`config.mk`:
```
export PLATFORM = sky130hd
export DESIGN_NAME = hight_key_sched
export DESIGN_NICKNAME = d
export VERILOG_FILES = /design/src/rtl/hight_key_sched.sv
export SDC_FILE = /design/constraint.sdc
export NUM_CORES = 1
export LEC_CHECK = 0
export CAP_MARGIN = 20
export CORE_ASPECT_RATIO = 0.6
export CORE_MARGIN = 1.5
export CORE_UTILIZATION = 50
export CTS_BUF_LIST = sky130_fd_sc_hd__clkbuf_8
export DETAILED_ROUTE_END_ITERATION = 8
export GPL_TIMING_DRIVEN = 0
export MAX_ROUTING_LAYER = met4
export PLACE_DENSITY = 0.8
export SLEW_MARGIN = 20
export SYNTH_ARGS = -nofsm -noshare
export SYNTH_HDL_FRONTEND = slang
export SYNTH_SLANG_ARGS = --single-unit
```
`constraint.sdc`:
```
create_clock -name clk -period 3.94 [get_ports clk]
set_clock_uncertainty 0.05 [all_clocks]
set_input_delay 0.394 -clock clk [delete_from_list [all_inputs] [get_ports clk]]
set_output_delay 0.394 -clock clk [all_outputs]
set_load 0.02 [all_outputs]
```
`src/rtl/hight_key_sched.sv`:
```
// HIGHT key schedule: whitening words plus 128 round subkeys streamed LANES bytes per beat.
// Define HIGHT_KS_DELTA_ROM_EN to take deltas from a constant ROM instead of the LFSR.
module hight_key_sched #(
  parameter int unsigned LANES = 4
) (
  input  logic               clk,
  input  logic               reset,
  input  logic               start,
  input  logic               ed,
  input  logic [127:0]       MK,
  output logic [31:0]        wk_pre,
  output logic [31:0]        wk_post,
  output logic [8*LANES-1:0] sk_data,
  output logic               sk_valid,
  input  logic               sk_ready,
  output logic               busy,
  output logic               done
);

  localparam int unsigned NB = 128 / LANES;
  localparam int unsigned BW = $clog2(NB);

  typedef enum logic [1:0] {StIdle, StLoad, StStream, StDone} state_e;

  localparam logic [6:0] Delta0 = 7'h5A;

  // One forward step of s(i+7) = s(i+3) ^ s(i); delta bit 0 is the oldest bit.
  function automatic logic [6:0] lfsr_fwd(input logic [6:0] d);
    return {d[3] ^ d[0], d[6:1]};
  endfunction

`ifdef HIGHT_KS_DELTA_ROM_EN
  function automatic logic [128*7-1:0] gen_rom();
    logic [128*7-1:0] rom;
    logic [6:0]       d;
    rom = '0;
    d   = Delta0;
    for (int n = 0; n < 128; n++) begin
      rom[7*n +: 7] = d;
      d             = lfsr_fwd(d);
    end
    return rom;
  endfunction

  localparam logic [128*7-1:0] DeltaRom = gen_rom();
`else
  // Inverse step: recover s(i) from s(i+7) ^ s(i+3).
  function automatic logic [6:0] lfsr_bwd(input logic [6:0] d);
    return {d[5:0], d[6] ^ d[2]};
  endfunction

  function automatic logic [6:0] lfsr_adv(input logic [6:0] d, input int unsigned n);
    logic [6:0] r;
    r = d;
    for (int unsigned s = 0; s < n; s++) begin
      r = lfsr_fwd(r);
    end
    return r;
  endfunction

  localparam logic [6:0] Delta127 = lfsr_adv(Delta0, 127);
`endif

  state_e        state_q, state_d;
  logic [127:0]  key_q;
  logic          ed_q;
  logic [BW-1:0] b_q;
  logic [31:0]   wk_pre_q, wk_post_q;
  logic          hs;
  logic          last_beat;

  assign hs        = (state_q == StStream) && sk_ready;
  assign last_beat = (b_q == BW'(NB - 1));
  assign wk_pre    = wk_pre_q;
  assign wk_post   = wk_post_q;

`ifndef HIGHT_KS_DELTA_ROM_EN
  // Encrypt: lfsr_q holds the delta of the group's first lane.
  // Decrypt: lfsr_q holds the delta of the group's last lane.
  logic [6:0] lfsr_q;
  logic [6:0] lfsr_step;

  always_comb begin
    lfsr_step = lfsr_q;
    for (int unsigned s = 0; s < LANES; s++) begin
      lfsr_step = ed_q ? lfsr_fwd(lfsr_step) : lfsr_bwd(lfsr_step);
    end
  end
`endif

  always_comb begin
    state_d  = state_q;
    sk_valid = 1'b0;
    busy     = 1'b1;
    done     = 1'b0;
    unique case (state_q)
      StIdle: begin
        busy = 1'b0;
        if (start) begin
`ifdef HIGHT_KS_DELTA_ROM_EN
          state_d = StStream;
`else
          state_d = StLoad;
`endif
        end
      end
      StLoad: begin
        state_d = StStream;
      end
      StStream: begin
        sk_valid = 1'b1;
        if (sk_ready && last_beat) begin
          state_d = StDone;
        end
      end
      StDone: begin
        done    = 1'b1;
        state_d = StIdle;
      end
      default: begin
        state_d = StIdle;
      end
    endcase
  end

  always_ff @(posedge clk) begin
    if (reset) begin
      state_q   <= StIdle;
      key_q     <= '0;
      ed_q      <= 1'b0;
      b_q       <= '0;
      wk_pre_q  <= '0;
      wk_post_q <= '0;
`ifndef HIGHT_KS_DELTA_ROM_EN
      lfsr_q    <= '0;
`endif
    end else begin
      state_q <= state_d;
      if (state_q == StIdle && start) begin
        key_q <= MK;
        ed_q  <= ed;
        b_q   <= '0;
`ifdef HIGHT_KS_DELTA_ROM_EN
        wk_pre_q  <= ed ? MK[127:96] : MK[31:0];
        wk_post_q <= ed ? MK[31:0] : MK[127:96];
`endif
      end
`ifndef HIGHT_KS_DELTA_ROM_EN
      if (state_q == StLoad) begin
        wk_pre_q  <= ed_q ? key_q[127:96] : key_q[31:0];
        wk_post_q <= ed_q ? key_q[31:0] : key_q[127:96];
        lfsr_q    <= ed_q ? Delta0 : Delta127;
      end
      if (hs) begin
        lfsr_q <= lfsr_step;
      end
`endif
      if (hs) begin
        b_q <= b_q + BW'(1);
      end
    end
  end

  // Subkey n = 16i + 8h + j uses key byte 8h + ((j - i) mod 8).
  always_comb begin
    logic [BW-1:0] g;
    logic [6:0]    n;
    logic [6:0]    dl;
    logic [3:0]    idx;
    sk_data = '0;
    n       = '0;
    idx     = '0;
    g       = ed_q ? b_q : ~b_q;
`ifdef HIGHT_KS_DELTA_ROM_EN
    dl = '0;
`else
    dl = lfsr_q;
    if (!ed_q) begin
      for (int unsigned s = 1; s < LANES; s++) begin
        dl = lfsr_bwd(dl);
      end
    end
`endif
    if (state_q == StStream) begin
      for (int unsigned k = 0; k < LANES; k++) begin
        n = 7'(LANES * g + k);
`ifdef HIGHT_KS_DELTA_ROM_EN
        dl = DeltaRom[7*n +: 7];
`endif
        idx               = {n[3], n[2:0] - n[6:4]};
        sk_data[8*k +: 8] = key_q[8*idx +: 8] + {1'b0, dl};
`ifndef HIGHT_KS_DELTA_ROM_EN
        dl = lfsr_fwd(dl);
`endif
      end
    end
  end

endmodule

```
Word-level counts from Yosys, hierarchy flattened
Index checks and enable logic that the tools add are counted.
- register bits after elaboration: 207
- bits in latches: 0
- memory bits (writable): 0
- ROM bits: 0
- input port bits: 133
- logic and storage cells: 69
- memories kept: 0
- $add $sub $neg: 12
- multipliers: 0
- div/mod/pow operators: 0
- magnitude comparators: 0
- eq/ne operators: 6
- shift-type cells: 4
- mux-type cells: 19
- bitwise operators: 14
- reductions and logical operators: 7
- operators with widths (operator ; number):
    $shiftx A128 B8 Y8 ; 4
    $mux W32 ; 3
    $mux W7 ; 7
    $add A8 B7 Y8 ; 4
    $mux W5 ; 3
    $add A7 B2 Y7 const B ; 2
    $xor A1 B1 Y1 ; 13
    $sub A3 B3 Y3 ; 4
    $pmux W2 S4 ; 1
    $add A7 B1 Y7 const B ; 1
    $add A5 B1 Y5 const B ; 1
    $eq A5 B5 Y1 const B ; 1
    $not A5 Y5 ; 1
    $eq A2 B2 Y1 const B ; 2
    $mux W2 ; 2
    $reduce_bool A2 Y1 ; 2
    $logic_and A1 B1 Y1 ; 3
    $mux W1 ; 3
    $eq A2 B1 Y1 const B ; 1
    $logic_not A2 Y1 ; 1
    $ne A2 B1 Y1 const B ; 1
    $ne A2 B2 Y1 const B ; 1
    $reduce_and A2 Y1 ; 1

Logic depth before layout (Yosys ltp)
- word-level depth: 9
- depth in mapped cells: 18
- gate-level depth less buffers: 14

Least setup slack after synthesis
OpenSTA, ideal clock, no wires.
- path kind: reg-to-output
- from: register b_q[2]
- to: output sk_data[22]
- data arrival time: 3808 ps
- required time: 3496 ps
- setup slack: -312 ps
- stages on the path, launching flop included: 18
- buffers on the path: 3
- path through: dfxtp_1 > clkbuf_1 > and3_1 > nor2_1 > xnor2_1 > buf_2 > buf_4 > mux4_2 > a22oi_1 > nand2_1 > ha_1 > fa_1 > a21o_1 > a21oi_1 > o21bai_1 > a21oi_1 > xnor2_1 > and2_1
- cells in the longest elaborated chain, start to end: 7
- ends and longest elaborated chain (item ; line ; RTL):
    start, declared ; 67 ; logic [BW-1:0] b_q;
    start signal, assigned ; 159 ; b_q <= b_q + BW'(1);
    $not A5 Y5 ; 173 ; g = ed_q ? b_q : ~b_q;
    $mux W5 (*) ; 173 ;
    $add A7 B2 Y7 (*) ; 186 ; n = 7'(LANES * g + k);
    $sub A3 B3 Y3 (*) ; 190 ; idx = {n[3], n[2:0] - n[6:4]};
    $shiftx A128 B8 Y8 (*) ; 191 ; sk_data[8*k +: 8] = key_q[8*idx +: 8] + {1'b0, dl};
    $add A8 B7 Y8 (*) ; 191 ;
    $mux W32 (*) ; 184 ; if (state_q == StStream) begin
    end, declared ; 13 ; output logic [8*LANES-1:0] sk_data,
Every way passes the cells marked *; elsewhere a longest branch is shown, timed or not.

Worst setup path in the final report
- from: register b_q[3]
- to: output sk_data[6]
- cells in the longest elaborated chain, start to end: 6
- ends and longest elaborated chain (item ; line):
    $not A5 Y5 ; 173
    $mux W5 (*) ; 173
    $sub A3 B3 Y3 (*) ; 190
    $shiftx A128 B8 Y8 (*) ; 191
    $add A8 B7 Y8 (*) ; 191
    $mux W32 (*) ; 184
Marks and branches as above.

==> reports/metrics.yaml <==
setup_path:
  critPathMaxStageDelay_ns: 0.49
  crit_fanout: 6
  critical_path.slowest_cell: "mux4_2"
  crit_path_start_kind: "flop"
  cp_cell_sequence: "buf_8, nor2b_2, a21oi_2, xnor2_2, buf_6, buf_12, mux4_2, a22oi_1, nand2_2, ha_4, fa_2, a21o_1, a21oi_2, o21bai_1, a21oi_2, xnor2_2, and2_4, buf_6"
  arrival_ns: 4.46
  r2r-start: "state_q[0]"
  worstPathRequired_ns: 3.50
  reg2reg_slack_ns: 0.74
  worstSetupEndpointType: "output port"
  ff2ff_path_depth: 8
  crit_type: "reg -> out"
  path_common_cell: "a21oi_2"
  r2r-end: "key_q[31]"
worst_hold_path:
  min_path_cells: 3
  hp-class: "in -> reg"
  hp-start: "MK[23]"
  worstHoldEndpoint: "key_q[23]"
synthesis:
  synth_edf_count: 0
  synth_xor_area_frac: 0.0305
  synth_top_area_cell: "dfxtp_1"
  synth_top_area_share: 0.330
  yosysUniqueCellTypes: 37
  yosysMostFrequentCell: "nand2_1"
  ys.flop_type: "dfxtp_1"
  syn_inst: 1460
  synth_compound_area_frac: 0.173
  avgSynthCellArea_um2: 8.59
  synthSimpleGateAreaFrac: 0.165
  synthMuxAreaShare: 0.216
  synthAdderAreaFrac: 0.0423
  synth_top_family_by_area: "multiplexers"
  ys_seq_area_frac: 0.330
  synthTopCellsByCount: "309 x nand2_1, 207 x dfxtp_1, 150 x a21oi_1, 130 x mux2i_1, 99 x clkbuf_1"
  synth-seq-cells: 207
  synth_fp_nets: 1633
  synth_area_um2: 12500
  yosysWarnings: 0
  ys_top_cells_by_area: "dfxtp_1 33%, mux4_2 11%, mux2i_1 10%"
  synthArstFlopShare: 0
floorplan:
  ioPinCount: 232
  core_area_um2: 24400
  dieHeight_um: 126
  start_util: 0.514
  die_width_um: 208
  die_area_um2: 26100
  rows: 44
clocking:
  worst_setup_hold_path_clk_slew_ns: 0.08
  cts_root_buffer: "clkbuf_8"
  cts-hold-fix-buffers: 0
  cts_buffer_depth: 3
  cts.htree.levels: 1
  cts_made_buffers: 30
  cts_num_sinks: 207
  cts_tree: "built"
  clk_latency_ns: 0.61
routing:
  wl_per_cell_um: 26.6
  routed_wl_um: 57200
  vias_per_cell: 6.45
  dr.pass1.iters: 9
  detail-route-antenna-nets: 0
  drt_iter0_drc: 1956
  vias: 13900
  drcViolationCount: 16
cells_and_area:
  drive_gt1_frac: 0.233
  multi_input_area_um2: 9090
  nFillCells: 1784
  seqCellArea_um2: 4150
  area_delta_synth_final_pct: 45.8
  design_area_um2: 18300
  final_nets: 1977
timing:
  holdWs_ns: 0.282
  fin_crit_ns: 4.90
  finalHoldViolCount: 0
  fin_crit_sh: 1.24
  rsz0062_at_grt: "yes"
  max_freq_mhz: 204
  finalWorstSetupSlack_ns: -0.964
  max-slew-margin-rel: 0.357
  worst_pin_slew_ns: 0.958
  slew_violations: 0
  setup_viol: 24
  fin_tns_setup_ns: -11.94
power:
  total_power_uw: 12200
  p_leak_uw: 0.00670
  ir_drop_uv: 417
  p_per_area_nw_per_um2: 668
grt:
  grt_pass1_wl_um: 81200
  antenna_found_initial: 1
  grt_pass1_vias: 12600
  grt_max_degree: 16
  grt_use_total: 0.433
  grt_overflow: 0
place:
  gp_congestion: 1.02
  io_buffers: 230
  dp_slack_ns: -1.82
  hpwlAfterDp_um: 43100
  place_area_um2: 15300
run:
  max-cap-violations: 0
outcome:
  outcome: "complete, but fails checks"
  violations: "DRC, setup timing"
cell type report:
cell class,count,area share
tap,322,0.0220
multi-input combinational,1121,0.497
buffer,121,0.0403
inverter,9,0.00185
clock inverter,19,0.0119
antenna,1,0.000137
timing repair buffer,314,0.172
clock buffer,37,0.0278
sequential,207,0.227
power by group:
part	switching [uW]	internal (uW)	leakage, uW	total [uW]
Combinational	3590	3090	0.00460	6680
Clock	895	1180	0.000399	2080
Sequential	826	2640	0.00170	3460
metal layers:
metal	global-route usage	routed length (um)	vias up
met3	0.169	9460	166
met2	0.585	22600	1133
li1	-	-	5935
met1	0.599	23200	6635
met5	-	0	-
met4	0.106	1820	0
worst max-delay path, delay by kind of cell, from the launching register on:
| family | cells | cell delay (ns) |
|---|---|---|
| simple gates | 3 | 0.46 |
| flops | 1 | 0.34 |
| buf+inv | 4 | 0.56 |
| compound gates | 6 | 1.10 |
| xor+xnor | 2 | 0.32 |
| fa+ha+maj | 2 | 0.56 |
| mux | 1 | 0.49 |
state kept, by name (all words and copies together), names as in the netlist:
signal,count
b_q,5
ed_q,1
key_q,128
lfsr_q,7
state_q,2
wk_post,32
wk_pre,32
layout by cell type (no fill, tap or decap), types with 5 or more instances in the layout:
cell type        synthesis  final
inv_1                    9     14
buf_6                    2     56
nand2_2                  0     11
a211oi_1                67     67
nor2_4                   0      6
buf_2                   14      6
a22oi_1                 86     70
mux4_2                  62     62
xor2_1                   9      7
clkbuf_1                99     79
a21oi_1                150    139
and2_4                   0      7
o22ai_1                  8      8
xnor2_1                 31     18
and2_1                  35     28
mux2i_1                130     91
buf_12                   0     14
ha_4                     0     17
nor2_1                  97     87
clkbuf_2                 0      8
nand3_1                 29     28
a21o_1                   8      8
xnor2_2                  0     10
dfxtp_1                207    202
bufinv_16                0      5
a22oi_2                  0     16
mux2i_4                  0     26
clkinv_2                 0      8
clkdlybuf4s50_1          0    199
buf_4                    4     56
nand2_1                309    295
ha_1                    36     16
buf_8                    0      7
mux2i_2                  0     13
clkbuf_8                 0     37
o21ai_0                 15      8
a21oi_2                  0      7
nor3_1                  19     16
repair_timing:
action,in CTS,in global routing
pin swaps,56,51
setup endpoints to repair,32,31
gates cloned,1,0
resized for setup,355,148
setup buffers,63,24
cell families after synthesis:
kind of cell | Yosys count
and+or+nand+nor | 502
adders and majority gates | 40
xor gates and xnor gates | 42
buffers and inverters | 132
DFF | 207
muxes | 193
AOI/OAI and AO/OA | 344
through the flow:
| stage | util | cells |
|---|---|---|
| after global placement | 0.628 | 2012 |
| after floorplan | - | 1460 |
| after detailed placement | 0.628 | 2012 |
| after global routing | 0.750 | 2151 |
| after CTS | 0.720 | 2131 |
| final | 0.750 | 2151 |
worst max-delay path by stage:
stage	slack (ns)	cells after the start	to	start
floorplan	-0.01	18	sk_data[22]	ed_q
global placement	-1.81	17	sk_data[15]	ed_q
detailed placement	-1.82	17	sk_data[15]	ed_q
CTS	-0.99	19	sk_data[6]	ed_q
global route	-1.07	18	sk_data[6]	b_q[3]
finish	-0.96	18	sk_data[6]	b_q[3]
Power figures use the tool's default switching activity.
